[src/rtl/wys_lut_pkg.sv]
// Shared constants and FSM encoding for the runtime-reloadable LUT bank.
package wys_lut_pkg;
  localparam int          CFG_BEATS  = 4;
  localparam int          CFG_BEAT_W = 16;
  localparam logic [63:0] MASK_XOR6  = 64'h6996966996696996;
  localparam logic [63:0] MASK_EQ3   = 64'h8040201008040201;

  typedef enum logic [1:0] {S_IDLE, S_LOAD, S_SWAP} cfg_state_e;
endpackage

[src/rtl/wys_lut_lane.sv]
// One LUT lane: shadow/active mask pair, registered 64:1 lookup, optional output stage.
module wys_lut_lane
  import wys_lut_pkg::*;
#(
  parameter logic [63:0] INIT_MASK = MASK_XOR6,
  parameter int          OUT_REG   = 1,
  parameter bit          CHIP_OK   = 1'b1
) (
  input  logic        i_clk,
  input  logic        i_sclr,
  input  logic        i_din_valid,
  input  logic        i_vld_s1,
  input  logic [5:0]  i_addr,
  input  logic        i_shadow_we,
  input  logic [63:0] i_shadow_data,
  input  logic        i_swap,
  output logic        o_dout
);
  logic [63:0] r_shadow;
  logic [63:0] r_active;
  logic        r_look;
  logic        w_dout;

  // Lookup reads the pre-swap active mask, so the swap-cycle sample sees old contents.
  always_ff @(posedge i_clk) begin
    if (i_sclr) begin
      r_shadow <= INIT_MASK;
      r_active <= INIT_MASK;
      r_look   <= 1'b0;
    end else begin
      if (i_shadow_we) r_shadow <= i_shadow_data;
      if (i_swap)      r_active <= r_shadow;
      if (i_din_valid) r_look   <= r_active[i_addr];
    end
  end

  generate
    if (OUT_REG != 0) begin : g_oreg
      logic r_out;
      always_ff @(posedge i_clk) begin
        if (i_sclr)        r_out <= 1'b0;
        else if (i_vld_s1) r_out <= r_look;
      end
      assign w_dout = r_out;
    end else begin : g_noreg
      assign w_dout = r_look;
    end
  endgenerate

  assign o_dout = CHIP_OK ? w_dout : 1'b0;
endmodule

[src/rtl/wys_lut_bank.sv]
// Bank of 6-input LUT lanes with 16-bit beat mask loading and atomic all-lane commit.
module wys_lut_bank
  import wys_lut_pkg::*;
#(
  parameter int          LANES       = 4,
  parameter logic [63:0] INIT_MASK   = MASK_XOR6,
  parameter int          TARGET_CHIP = 1,
  parameter int          OUT_REG     = 1,
  localparam int         LW          = (LANES > 1) ? $clog2(LANES) : 1
) (
  input  logic               i_clk,
  input  logic               i_sclr,
  input  logic               i_din_valid,
  input  logic [6*LANES-1:0] i_din,
  output logic               o_dout_valid,
  output logic [LANES-1:0]   o_dout,
  input  logic               i_cfg_valid,
  output logic               o_cfg_ready,
  input  logic [LW-1:0]      i_cfg_lane,
  input  logic [15:0]        i_cfg_data,
  input  logic               i_cfg_commit,
  output logic               o_cfg_err,
  output logic [7:0]         o_cfg_gen
);
  localparam int STAGES  = (OUT_REG != 0) ? 2 : 1;
  localparam bit CHIP_OK = (TARGET_CHIP >= 0) && (TARGET_CHIP <= 2);

  cfg_state_e       r_state;
  logic [1:0]       r_beat;
  logic [LW-1:0]    r_lane;
  logic [47:0]      r_staging;
  logic             r_ready;
  logic             r_err;
  logic [7:0]       r_gen;
  logic [STAGES:1]  r_vld;

  logic             w_beat, w_commit, w_same, w_done, w_swap, w_bad_lane;
  logic [LANES-1:0] w_lane_hit, w_we;
  logic [63:0]      w_wr_data;

  assign w_beat     = i_cfg_valid & r_ready;
  assign w_commit   = i_cfg_commit & r_ready;
  assign w_same     = (r_state == S_LOAD) && (i_cfg_lane == r_lane);
  assign w_done     = w_beat && w_same && (r_beat == 2'd3);
  assign w_swap     = (r_state == S_SWAP);
  assign w_bad_lane = w_beat && !(|w_lane_hit);
  // Slices 0..2 are staged; the final slice goes straight from the port into shadow.
  assign w_wr_data  = {i_cfg_data, r_staging};

  always_ff @(posedge i_clk) begin
    if (i_sclr) begin
      r_state   <= S_IDLE;
      r_beat    <= 2'd0;
      r_lane    <= '0;
      r_staging <= '0;
      r_ready   <= 1'b1;
      r_err     <= 1'b0;
      r_gen     <= 8'd0;
    end else begin
      r_err <= 1'b0;
      case (r_state)
        S_IDLE: begin
          if (w_beat) begin
            r_staging[15:0] <= i_cfg_data;
            r_lane          <= i_cfg_lane;
            r_beat          <= 2'd1;
            r_state         <= S_LOAD;
            r_err           <= w_commit | w_bad_lane;
          end else if (w_commit) begin
            r_state <= S_SWAP;
            r_ready <= 1'b0;
          end
        end
        S_LOAD: begin
          r_err <= w_commit | w_bad_lane | (w_beat & ~w_same);
          if (w_beat) begin
            if (!w_same) begin
              r_staging[15:0] <= i_cfg_data;
              r_lane          <= i_cfg_lane;
              r_beat          <= 2'd1;
            end else begin
              case (r_beat)
                2'd1:    r_staging[31:16] <= i_cfg_data;
                2'd2:    r_staging[47:32] <= i_cfg_data;
                default: r_state          <= S_IDLE;
              endcase
              r_beat <= r_beat + 2'd1;
            end
          end
        end
        S_SWAP: begin
          r_gen   <= r_gen + 8'd1;
          r_state <= S_IDLE;
          r_ready <= 1'b1;
        end
        default: begin
          r_state <= S_IDLE;
          r_ready <= 1'b1;
        end
      endcase
    end
  end

  always_ff @(posedge i_clk) begin
    if (i_sclr) r_vld <= '0;
    else begin
      r_vld[1] <= i_din_valid;
      for (int k = 2; k <= STAGES; k++) r_vld[k] <= r_vld[k-1];
    end
  end

  generate
    for (genvar g = 0; g < LANES; g++) begin : g_lane
      assign w_lane_hit[g] = (i_cfg_lane == LW'(g));
      assign w_we[g]       = w_done && (r_lane == LW'(g));
      wys_lut_lane #(
        .INIT_MASK (INIT_MASK),
        .OUT_REG   (OUT_REG),
        .CHIP_OK   (CHIP_OK)
      ) u_lane (
        .i_clk         (i_clk),
        .i_sclr        (i_sclr),
        .i_din_valid   (i_din_valid),
        .i_vld_s1      (r_vld[1]),
        .i_addr        (i_din[6*g +: 6]),
        .i_shadow_we   (w_we[g]),
        .i_shadow_data (w_wr_data),
        .i_swap        (w_swap),
        .o_dout        (o_dout[g])
      );
    end
  endgenerate

  assign o_dout_valid = r_vld[STAGES];
  assign o_cfg_ready  = r_ready;
  assign o_cfg_err    = r_err;
  assign o_cfg_gen    = r_gen;
endmodule

[config.mk]
export PLATFORM = sky130hd
export DESIGN_NAME = wys_lut_bank
export DESIGN_NICKNAME = d
export VERILOG_FILES = /design/src/rtl/wys_lut_pkg.sv /design/src/rtl/wys_lut_lane.sv /design/src/rtl/wys_lut_bank.sv
export SDC_FILE = /design/constraint.sdc
export NUM_CORES = 1
export LEC_CHECK = 0
export CORE_MARGIN = 4
export CORE_UTILIZATION = 35
export CTS_CLUSTER_SIZE = 12
export DETAILED_ROUTE_END_ITERATION = 12
export HOLD_SLACK_MARGIN = 0.08
export SLEW_MARGIN = 5
export SYNTH_ARGS = -nofsm -noshare
export SYNTH_HDL_FRONTEND = slang
export SYNTH_SLANG_ARGS = --single-unit
export TNS_END_PERCENT = 50
[constraint.sdc]
create_clock -name i_clk -period 2.9 [get_ports i_clk]
set_clock_uncertainty 0.05 [all_clocks]
set_input_delay 0.87 -clock i_clk [delete_from_list [all_inputs] [get_ports i_clk]]
set_output_delay 0.87 -clock i_clk [all_outputs]
set_load 0.01 [all_outputs]
Word-level counts from Yosys, hierarchy flattened

Index checks and enable logic that the tools add are counted.

Register bits: 586
Output and inout port bits: 15
Word-level logic and storage cells: 111

Add/subtract/negate cells: 2
$lt $le $gt $ge: 4
Equality and inequality tests: 20
Multiplexer cells: 31
Bitwise logic cells: 7
Reduce and logical (&&, ||, !) cells: 21

Operators with widths:

| kind                                                                         | count |
|---|---|
| 16-bit 2-to-1 mux                                                            | 3 |
| 16-bit case mux with 2 select lines                                          | 1 |
| 6-bit by 7-bit less-than comparator with 1-bit output, second input constant | 4 |
| 1-bit binary-select mux with 6-bit select                                    | 4 |
| 2-bit 2-to-1 mux                                                             | 11 |
| 4-bit AND reduction                                                          | 4 |
| 2-bit equality test, second input constant                                   | 7 |
| 2-bit inequality test, second input constant                                 | 7 |
| 2-bit case mux with 2 select lines                                           | 3 |
| 8-bit by 1-bit adder with 8-bit output, second input constant                | 1 |
| 2-bit by 1-bit equality test with 1-bit output, second input constant        | 4 |
| 1-bit logical AND                                                            | 8 |
| 1-bit 2-to-1 mux                                                             | 7 |
| 2-bit zero test                                                              | 3 |
| 3-bit AND reduction                                                          | 2 |
| 1-bit case mux with 2 select lines                                           | 2 |
| 4-bit OR reduction                                                           | 1 |
| 1-bit bitwise AND                                                            | 3 |
| 3-bit inequality test, second input constant                                 | 1 |
| 2-bit by 1-bit adder with 2-bit output, second input constant                | 1 |
| 2-bit equality test                                                          | 1 |
| 1-bit NOT                                                                    | 2 |
| 1-bit OR                                                                     | 2 |
| 2-bit nonzero test                                                           | 1 |
| other kinds (2)                                                              | 2 |

Longest topological paths before layout

Gate-level depths: netlist of run 1.

Depth in word-level cells: 7
Depth in mapped cells: 8
Depth with buffers taken out: 5

Cells and area by module

From an unflattened synthesis of run 1, not the netlist that was laid out.

Cell total of the unflattened synthesis: 2202
Area, all modules: 23628.9 um^2

By module, submodules not included:

| module       | instances | cells each | area an instance (um^2) | seq. area each (um^2) |
|---|---|---|---|---|
| wys_lut_lane | 4         | 481        | 5246.3                  | 2602.5 |
| wys_lut_bank | 1         | 278        | 2643.8                  | 1321.3 |

Least setup slack after synthesis of run 1

No wires, ideal clock.

Kind: input -> register
Start: in i_cfg_valid
End: reg g_lane[0].u_lane.r_shadow[11]
Setup time: 0.122 ns
Data arrival time: 2.582 ns
Required time: 2.728 ns
Setup slack: 0.145 ns
Cell stages on the path: 8
Path buffers: 3
Cell sequence: clkbuf_1 -> nand3b_1 -> or4_4 -> or4_1 -> buf_4 -> buf_6 -> nand2_1 -> nand3b_1

Cells in the longest elaborated chain, start to end: 4

Ends and longest elaborated chain:

| item                           | line                | RTL |
|---|---|---|
| start, declared                | wys_lut_bank.sv:17  | `input logic i_cfg_valid,` |
| 1-bit bitwise AND              | wys_lut_bank.sv:41  | `assign w_beat = i_cfg_valid & r_ready;` |
| 1-bit logical AND (2 in a row) | wys_lut_bank.sv:44  | `assign w_done = w_beat && w_same && (r_beat == 2'd3);` |
| 1-bit logical AND              | wys_lut_bank.sv:115 | `assign w_we[g] = w_done && (r_lane == LW'(g));` |
| end signal, assigned           | wys_lut_lane.sv:31  | `if (i_shadow_we) r_shadow <= i_shadow_data;` |
| end, declared                  | wys_lut_lane.sv:19  | `logic [63:0] r_shadow;` |

No other way between the ends.
A chain may end at the register's enable or synchronous reset.

Worst setup path in the final report of run 1

Start: in i_cfg_lane[0]
End: reg g_lane[1].u_lane.r_shadow[10]

Cells in the longest elaborated chain, start to end: 5

Ends and longest elaborated chain:

| item                           | line                | RTL |
|---|---|---|
| start, declared                | wys_lut_bank.sv:19  | `input logic [LW-1:0] i_cfg_lane,` |
| 2-bit equality test            | wys_lut_bank.sv:43  | `assign w_same = (r_state == S_LOAD) && (i_cfg_lane == r_lane);` |
| 1-bit logical AND              | wys_lut_bank.sv:43  |  |
| 1-bit logical AND (2 in a row) | wys_lut_bank.sv:44  |  |
| 1-bit logical AND              | wys_lut_bank.sv:115 |  |
| end signal, assigned           | wys_lut_lane.sv:31  |  |
| end, declared                  | wys_lut_lane.sv:19  |  |

No other way between the ends.

==> metrics.txt, run 1 <==
total routed wirelength 71100 um; max-slew violation count 0; dpl cells 3579; Hold/Removal Path Class flip-flop to flip-flop; DP HPWL 43720 um; hold path start g_lane[0].u_lane.r_shadow[58]; vias in the first global route 18256; hold_buf cts 0; WL/cell 19.30 um; Layout area overhead 17.11%; share of the synthesized area in the top cell type 0.5065; power per cell area 632.4 nW/um2; Top Ports 62; Static Leak 10.38 nW; worst reg2reg endpoint g_lane[1].u_lane.r_shadow[10]; row count 94; drt drc 0; flop2flop setup slack 470 ps; main area contributors after synthesis dfxtp_1 (51%), nand2_1 (18%), nand3b_1 (8.8%), a21oi_1 (6.3%), mux4_2 (4.7%); XOR/XNOR Fraction of Synth Area 0.003403; Die H 265.3 um; Unique masters post-synth 36; Worst Hold Path EP g_lane[0].u_lane.r_active[58]; H-tree levels 2; Die X 265.3 um; Hold Path Depth 2; Post-Synth Simple-Gate Area 0.2996; fin crit period 2650 ps; pin count of the biggest net entering global routing 137; total setup buffers inserted after CTS 0; crit end category flip-flop; CTS tree done; Detailed Routing Iterations Pass 1 5; final clock period utilization by the worst path 0.9137; maximum vdd drop 0.4193 mV; initial antenna violation count 1; Max Fanout on Critical Path 64; synth warn 0; Post-Layout Cell Count 3684; status complete, no violations; final net count 2829; Post-Synthesis Cells 2769; GRT Util Overall 0.1962; Worst Path Required 3330 ps; I/O Buffers 61; vias per cell 5.202; Post-Synth Adder-Cell Area 0.002161; Critical Path AT 3080 ps; post-cts resize count 0; first-pass GRT wire length 107800 um; initial cell density of the core 0.3530; post-synth design cell area 23160 um2; GP Congestion 0.8382; Compound-Gate Fraction of Synth Area 0.07768; final setup fails 0; antenna viol nets, final 0; Final Util 0.4133; largest family of logic cells by synthesized area simple AND/OR/NAND/NOR gates; Iteration-0 DRC Markers 1781; Slew HR 0.1903; core area 65630 um2; Max Clk Rate 377.4 MHz; die area 70360 um2; Fillers 6500; number of synthesized register bits 586; Seq/Total Area, Yosys 0.5065; Final Hold Fails 0; Placed Area 25160 um2; grt ovf 0; syn_nets 2820; Pwr Total 0.01716 W; vias 19166; critical path's slowest cell or4_2; Num CTS Buffers 61; Crit path largest cell delay 590 ps; Root Buffer clkbuf_16; cell accounting for the most synthesized area dfxtp_1; Max Root-Sink Buffers 3; RSZ-0062 raised after global routing no; Worst Reg-to-Reg Cells 6; syn_area_per_cell 8.365 um2; share of post-route cells with drive strength above 1 0.09858; Sink Count 586; Clock Latency Late Sink 620 ps; total of max-cap violations 0; diodes inserted 0; Worst setup SP type input port; critical path type input port to flip-flop; mux cell area share after synthesis 0.06698; clk slew on worst S/H paths 60 ps; RR Startpoint r_state[0]; Slew @ Worst Pin 1213 ps; post-route cell area 27130 um2; worst path cell trace clkdlybuf4s50_1, xor2_1, or4_4, or4_2, buf_12, nand2_1, a21oi_1
## power breakdown
part           switching [W]  internal (W)
combinational       0.000641      0.000510
sequential          0.000146       0.00816
clock                0.00316       0.00453
## sequential cells by signal, indices dropped and copies added (netlist names), 2 cells and up
name / flops
r_vld: 2
r_state: 2
g_lane.u_lane.r_active: 256
r_beat: 2
o_cfg_gen: 8
g_lane.u_lane.r_shadow: 256
g_lane.u_lane.r_look: 4
r_lane: 2
r_staging: 48
g_lane.u_lane.o_dout: 4
## cell usage in the layout, fill, tap and decap left out, types with 2 or more instances in the layout
| cell type | netlist | routed |
|---|---|---|
| a21oi_1 | 293 | 293 |
| clkdlybuf4s50_1 | 0 | 60 |
| and4_2 | 0 | 2 |
| nand4_1 | 2 | 2 |
| nand3_1 | 43 | 43 |
| nor4_1 | 16 | 15 |
| nor4_4 | 2 | 2 |
| a211oi_1 | 9 | 9 |
| nor2b_1 | 11 | 10 |
| clkinv_2 | 0 | 9 |
| nor2_1 | 46 | 45 |
| and3_1 | 2 | 2 |
| o31ai_1 | 5 | 5 |
| nor3_1 | 9 | 9 |
| buf_12 | 0 | 38 |
| or4_2 | 0 | 2 |
| nand3b_1 | 273 | 273 |
| clkbuf_1 | 161 | 15 |
| mux4_2 | 48 | 48 |
| buf_4 | 6 | 65 |
| clkbuf_8 | 0 | 13 |
| nand2_1 | 1088 | 1088 |
| nand2b_1 | 15 | 14 |
| inv_1 | 10 | 10 |
| o32ai_1 | 4 | 4 |
| mux2i_1 | 20 | 20 |
| xor2_1 | 7 | 7 |
| clkbuf_16 | 0 | 63 |
| o22ai_1 | 16 | 16 |
| dfxtp_1 | 586 | 586 |
| a41oi_1 | 8 | 8 |
| bufinv_16 | 0 | 3 |
| mux2_2 | 24 | 24 |
| ha_1 | 4 | 4 |
| xnor2_1 | 2 | 2 |
## cell type report
type                       instances  area, um2  share of cell area
clock inverter                    14      152.6            0.005627
inverter                          10      37.54            0.001384
multi-input combinational       1955      10450              0.3852
tap                              864       1081             0.03985
timing repair buffer             164       1864             0.06872
sequential                       586      11730              0.4325
clock buffer                      91       1812             0.06679
## worst max-delay path by stage
stage,startpoint,end,slack [ps],cells past startpoint
after global routing,i_cfg_lane[0],g_lane[1].u_lane.r_shadow[28],180,7
after CTS,o_cfg_ready,o_cfg_ready,300,1
after detailed placement,i_cfg_lane[0],g_lane[1].u_lane.r_shadow[41],-370,7
final,i_cfg_lane[0],g_lane[1].u_lane.r_shadow[10],250,7
after floorplan,i_cfg_valid,g_lane[0].u_lane.r_shadow[11],150,8
after global placement,i_cfg_lane[0],g_lane[1].u_lane.r_shadow[23],-350,7
## stage by stage
step | worst slack [ps] | hold slack [ps] | setup TNS (ps)
2_1_floorplan | 145.2 | 381.8 | 0
3_3_place_gp | -349.8 | 386.8 | -51110
3_5_place_dp | -370.8 | 393.5 | -55630
4_1_cts | 304.8 | 398.3 | 0
5_1_grt | 176.2 | 412.9 | 0
6_report | 250.4 | 392.9 | 0
## critical path: cells and delay by family
kind,cells,cell delay [ps]
AO/OA/AOI/OAI,1,70
buffers and inverters,2,650
XOR/XNOR,1,160
AND/OR/NAND/NOR,3,1260
## cells by family after synthesis
| kind of cell | after synthesis |
|---|---|
| buffers and inverters | 228 |
| adder cells (fa/ha/maj) | 4 |
| flip-flops | 586 |
| XOR/XNOR | 9 |
| AND/OR/NAND/NOR | 1512 |
| AO/OA/AOI/OAI | 338 |
| multiplexers | 92 |
## synth_stat cells, drive strengths merged
cell type and n:
nand2 1088, dfxtp 586, a21oi 293, nand3b 273
clkbuf 161, buf 57, mux4 48, nor2 46
nand3 43, mux2 24, mux2i 20, nor4 18
o22ai 16, nand2b 15, nor2b 11, inv 10
a211oi 9, nor3 9, a41oi 8, xor2 7
o31ai 5, ha 4, o32ai 4, or4 3
and3 2, and4 2, nand4 2, xnor2 2
a21bo 1, a22oi 1, o21ai 1
## routing by layer
layer	vias up	GRT usage	wire, um
li1	9194	-	-
met2	579	0.3252	32840
met3	151	0.02553	4113
met1	9240	0.2608	31050
met5	-	0	13
met4	2	0.07938	3082
Note: power is estimated with default switching activity, not from simulation.
==> inputs of run 2 (changes only) <==
- CTS_CLUSTER_DIAMETER: unset -> 150
==> run 2 against run 1 <==
  * Routed wire length shrank 0.68%
  * Hold slack better by 6.4 ps
  * First-iteration DRC count is 4.3% lower
  * Worst setup slack worse by 34 ps
  * Count of clock-buffer cells in the layout decreased by 33
  * Die area stayed put
  * Register-to-register slack gained 20 ps
  * Critical path depth rose by 1
  * Largest cell class unchanged
==> metrics.txt, run 2 (synthesis gave the netlist of run 1 again) <==
Sw Pwr 0.003675 W (-6.9%); top layer in use met4; pin count of the biggest net entering global routing 137 (unchanged); fin worst setup slack 216.2 ps (-34.15 ps); status complete, no violations; crit end category flip-flop; drt drc 0 (unchanged); row count 94 (unchanged); Sink Count 586 (unchanged); met3 routed WL 4119 um (+0.15%); post-cts resize count 0 (unchanged); first-pass GRT wire length 107200 um (-0.47%); final clock period utilization by the worst path 0.9254 (+0.01177); Pwr Total 0.01580 W (-7.9%); CTS tree done; GP Congestion 0.8382 (unchanged); Max Root-Sink Buffers 3 (unchanged); WL/cell 19.41 um (+0.58%); Clock Latency Late Sink 610 ps (about the same); die area 70360 um2 (unchanged); antenna viol nets, final 0 (unchanged); initial antenna violation count 1 (unchanged); core area 65630 um2 (unchanged); switch share 0.2326 (+0.002536); share of post-route cells with drive strength above 1 0.08871 (-0.009869); GRT Util Overall 0.1955 (-0.0007367); wl on met1 30930 um (-0.37%); Final Hold Fails 0 (unchanged); final net count 2822 (-0.25%); Layout area overhead 14.86%; area of the multi-input gates 10450 um2 (unchanged); vias 18892 (-1.4%); Root Buffer clkbuf_16; total setup buffers inserted after CTS 0 (unchanged); metal2 WL 32590 um (-0.76%); vias per cell 5.193 (-0.18%); fin crit period 2684 ps (+34.15 ps); Critical Path AT 3100 ps (+20 ps); Fillers 6525 (+0.38%); pre-CTS setup slack -370.8 ps (unchanged); RSZ-0062 raised after global routing no; Num CTS Buffers 54 (-11%); total of max-cap violations 0 (unchanged); Worst setup SP type input port; Max Clk Rate 372.6 MHz (-1.3%); clk slew on worst S/H paths 60 ps (about the same); vias in the first global route 18090 (-0.91%); Clock power frac 0.401 (-0.048); I/O Buffers 61 (unchanged); maximum vdd drop 0.3395 mV (-19%); Die X 265.3 um (unchanged); Worst Path Required 3320 ps (about the same); Slew @ Worst Pin 1204 ps (-8.906 ps); commonest non-fill, non-tap cell in the layout nand2_1; Final Util 0.4054 (-0.007950); total routed wirelength 70610 um (-0.68%); most frequent cells in the layout nand2_1 (1088), dfxtp_1 (586), a21oi_1 (293); max-slew violation count 0 (unchanged); critical path type input port to flip-flop; grt ovf 0 (unchanged); hold_buf cts 0 (unchanged); initial cell density of the core 0.3530 (unchanged); Static Leak 10.11 nW (-2.5%); Top Registers g_lane.u_lane.r_active x256, g_lane.u_lane.r_shadow x256, r_staging x48; internal power 0.01212 W (-8.2%); final setup fails 0 (unchanged); sequential power share 0.526 (+0.042); power per cell area 593.7 nW/um2 (-6.1%); setup TNS 0 ps (unchanged); Hold/Removal Path Class flip-flop to flip-flop; Iteration-0 DRC Markers 1705 (-4.3%); Die H 265.3 um (unchanged); sequential cell area 11730 um2 (unchanged); Top Ports 62 (unchanged); Slew HR 0.1963 (+0.005944); Max Fanout on Critical Path 12 (-81%); DP HPWL 43720 um (unchanged); Detailed Routing Iterations Pass 1 6 (+1); H-tree levels 2 (unchanged); Comb power frac 0.073 (+0.006)
run 2: cell types whose count changed in the layout (fill, tap and decap cells not counted), moves of 3 or more:
cell | previous run | this run
clkbuf_8 | 13 | 1
bufinv_16 | 3 | 0
clkinv_2 | 9 | 0
clkbuf_16 | 63 | 57
clkbuf_1 | 15 | 0
run 2: path summary, 6_finish.rpt:
check / start / endpoint / slack, ps / depth (start not counted)
setup / recovery: i_din[2] / g_lane[0].u_lane.r_look / 220 / 8
hold / removal: g_lane[3].u_lane.r_shadow[24] / g_lane[3].u_lane.r_active[24] / 400 / 2
setup reg to reg: r_lane[0] / r_staging[0] / 490 / 6
hold reg to reg: g_lane[3].u_lane.r_shadow[24] / g_lane[3].u_lane.r_active[24] / 400 / 2
run 2: power groups by stage:
| stage | Clock (W) | Combinational, W | Sequential [W] |
|---|---|---|---|
| 2_1_floorplan | 0 | 0.000693 | 0.00839 |
| 4_1_cts | 0.00649 | 0.00115 | 0.00831 |
| 3_3_place_gp | 0 | 0.00113 | 0.00848 |
| 6_report | 0.00634 | 0.00115 | 0.00831 |
| 5_1_grt | 0.00679 | 0.00123 | 0.00831 |
| 3_5_place_dp | 0 | 0.00115 | 0.00848 |
run 2: area by class of cell:
| type | instances | share of cell area |
|---|---|---|
| well taps | 864 | 0.04063 |
| multi-input cells | 1955 | 0.3927 |
| clock buffers | 58 | 0.05413 |
| repair buffers | 164 | 0.07007 |
| flip-flops and latches | 586 | 0.4409 |
| diodes | 1 | 0.00009406 |
| inverters | 10 | 0.001411 |
run 2: through the flow:
stage | instance area (um2) | hold slack, ps | std cells
final | 26610 | 399.3 | 3638
after global routing | 26600 | 414.3 | 3637
after CTS | 26600 | 400.3 | 3637
after detailed placement | 25160 | 393.5 | 3579
after global placement | 25160 | 386.8 | 3579
after floorplan | 23160 | 381.8 | 2769
run 2: critical path, stage by stage:
cell and delay (ps):
clkdlybuf4s50_1 630, buf_4 300, mux4_2 360, nand2_1 100, a41oi_1 130, nor4_1 420, buf_4 200, o32ai_1 90
run 2: routing by layer:
metal | GRT usage | vias up
met1 | 0.2613 | 9101
li1 | - | 9119
met2 | 0.3216 | 531
met4 | 0.07953 | 0
met5 | 0 | -
met3 | 0.02599 | 141
==> inputs of run 3 (changes only) <==
- CORE_UTILIZATION: 35 -> 60
- PLACE_DENSITY: unset -> 0.78
- SKIP_CTS_REPAIR_TIMING: unset -> 1
- SYNTH_HIERARCHICAL: unset -> 1
==> run 3 against run 2 <==
  * Critical path depth fell by 1
  * Routed wire length decreased by 16%
  * Total power increased by 5.8%
  * First-iteration DRC count is 21% lower
  * Clock power down 2%
  * Worst setup slack better by 32 ps
  * Count of clock-buffer cells in the layout is the same
  * Sequential cell count is the same
  * Die area shrank 39%
  * Register-to-register slack improved by 30 ps
  * Non-clock buffer count increased by 5
  * Critical endpoint is now g_lane[0].u_lane/r_look
  * Highest routed layer is now met5
==> metrics.txt, run 3 <==
vias per cell 6.018 (+16%); Top Ports 62 (unchanged); final setup fails 0 (unchanged); status complete, no violations; syn_nets 2253 (-20%); Worst Path Required 3320 ps (about the same); sequential cell area 11730 um2 (unchanged); Pwr Total 0.01671 W (+5.8%); final clock period utilization by the worst path 0.9145 (-0.01096); share of the synthesized area in the top cell type 0.4965 (-0.009976); diodes inserted 0 (-1); Post-synth top cells dfxtp_1 (586), nor2_1 (319), mux2i_1 (295), nor2b_1 (267), a211o_1 (256); vias 16641 (-12%); Final Hold Fails 0 (unchanged); clk slew on worst S/H paths 60 ps (about the same); row count 72 (-23%); max-slew violation count 0 (unchanged); post-route cell area 26730 um2 (+0.48%); post-synth design cell area 23630 um2 (+2.0%); Placed Area 25290 um2 (+0.51%); setup TNS 0 ps (unchanged); most frequent cells in the layout dfxtp_1 (586), nor2_1 (317), mux2i_1 (295); total of max-cap violations 0 (unchanged); Die H 206.4 um (-22%); fin crit period 2652 ps (-31.78 ps); pre-CTS setup slack -307.6 ps (+63.24 ps); Slew @ Worst Pin 911.0 ps (-293.4 ps); GRT Util Overall 0.2758 (+0.08028); area of the multi-input gates 10950 um2 (+4.8%); drt drc 0 (unchanged); Slew HR 0.3919 (+0.1956); vias in the first global route 16405 (-9.3%); EDFF count, synth 0 (unchanged); number of synthesized register bits 586 (unchanged); grt ovf 0 (unchanged); first-pass GRT wire length 91500 um (-15%); critical path type input port to flip-flop; Post-synth top flop dfxtp_1; share of post-route cells with drive strength above 1 0.1064 (+0.01765); RSZ-0062 raised after global routing no; most common cell in the netlist dfxtp_1; Post-Synthesis Cells 2202 (-20%); DP HPWL 38680 um (-12%); final net count 2296 (-19%); commonest non-fill, non-tap cell in the layout dfxtp_1; Layout area overhead 13.13%; syn_area_per_cell 10.73 um2 (+28%); Worst setup SP type input port; WL/cell 21.43 um (+10%); Unique masters post-synth 48 (+33%); Seq/Total Area, Yosys 0.4965 (-0.009976); Detailed Routing Iterations Pass 1 5 (-1); core area 38830 um2 (-41%); fin worst setup slack 248.0 ps (+31.78 ps); crit end category flip-flop; pin count of the biggest net entering global routing 101 (-26%); Max Clk Rate 377.1 MHz (+1.2%); Max Fanout on Critical Path 8 (-4); Fillers 2874 (-56%); Iteration-0 DRC Markers 1355 (-21%); maximum vdd drop 0.4738 mV (+40%); Clock Latency Late Sink 580 ps (-30 ps); Root Buffer clkbuf_16; Top Registers g_lane.u_lane/r_active x256, g_lane.u_lane/r_shadow x256, r_staging x48; cell accounting for the most synthesized area dfxtp_1; initial cell density of the core 0.6086 (+0.2556); ys async rst share 0 (unchanged); main area contributors after synthesis dfxtp_1 (50%), mux2i_1 (12%), a211o_1 (9.5%), nor2b_1 (7.1%), nor2_1 (5.1%); Num CTS Buffers 54 (unchanged); synth warn 6 (+6); antenna viol nets, final 0 (unchanged); H-tree levels 2 (unchanged); GP Congestion 0.8864 (+5.8%); Sink Count 586 (unchanged); Critical Path AT 3070 ps (-30 ps); Die X 206.4 um (-22%); total routed wirelength 59240 um (-16%); Max Root-Sink Buffers 3 (unchanged); power per cell area 625.3 nW/um2 (+5.3%); CTS tree done; Static Leak 9.411 nW (-7.0%); Hold/Removal Path Class flip-flop to flip-flop; I/O Buffers 61 (unchanged); initial antenna violation count 1 (unchanged); die area 42620 um2 (-39%)
[run 3: cell count changes in the layout (fill, tap and decap cells not counted), sizes merged, moves of 33 or more]
cell	previous run	this run
a211o	0	256
mux2i	20	295
nand3b	273	5
nand3	43	10
nand2	1088	54
nor2	46	319
a21oi	293	21
nor2b	11	267
[run 3: layout make-up]
class / instances / area share
Clock buffer: 58 / 0.05387
Sequential cell: 586 / 0.4389
Timing Repair Buffer: 169 / 0.07161
Tap cell: 518 / 0.02425
Multi-Input combinational cell: 1421 / 0.4096
Inverter: 13 / 0.001825
[run 3: through the flow]
stage,std cells,util,hold WS (ps)
after global routing,2765,0.6885,410.9
after floorplan,2202,-,381.4
final,2765,0.6885,398.1
after global placement,2707,0.6514,385.0
after detailed placement,2707,0.6514,391.7
after CTS,2765,0.6885,401.6
[run 3: path summary, 6_finish.rpt]
kind | slack (ps) | start | cells past startpoint | to
worst max-delay path | 250 | i_din[0] | 7 | g_lane[0].u_lane/r_look
worst min-delay path | 400 | g_lane[0].u_lane/r_shadow[59] | 1 | g_lane[0].u_lane/r_active[59]
worst max register to register | 520 | r_lane[1] | 9 | g_lane[0].u_lane/r_shadow[57]
worst min register to register | 400 | g_lane[0].u_lane/r_shadow[59] | 1 | g_lane[0].u_lane/r_active[59]
[run 3: where the power goes]
part	total [W]	switching, W	internal, W
Combinational	0.00194	0.00102	0.000916
Sequential	0.00854	0.000204	0.00833
Clock	0.00624	0.00279	0.00345
Total	0.0167	0.00402	0.0127
[run 3: worst max-delay path: stages]
cell and delay, ps:
clkdlybuf4s50_1 510, buf_12 160, mux4_2 510, a22oi_1 370
a31oi_1 180, nor4_1 350, o41ai_1 110
[run 3: cells by family (layout without fill, tap and decap cells)]
| group | after synthesis | in the layout | share of synthesized area |
|---|---|---|---|
| AOI/OAI and AO/OA | 332 | 332 | 0.1169 |
| xor gates and xnor gates | 11 | 11 | 0.005190 |
| adders and majority gates | 4 | 4 | 0.002118 |
| buffers and inverters | 195 | 240 | 0.04151 |
| DFF | 586 | 586 | 0.4965 |
| muxes | 375 | 375 | 0.1904 |
| and+or+nand+nor | 699 | 699 | 0.1474 |
[run 3: metal layers]
metal  track usage  routed length [um]  vias to the layer above
met5             0                  17                        -
met4        0.1105                2318                        2
met3       0.04990                3767                      142
met2        0.4449               27540                      532
met1        0.3691               25600                     8142
li1              -                   -                     7823
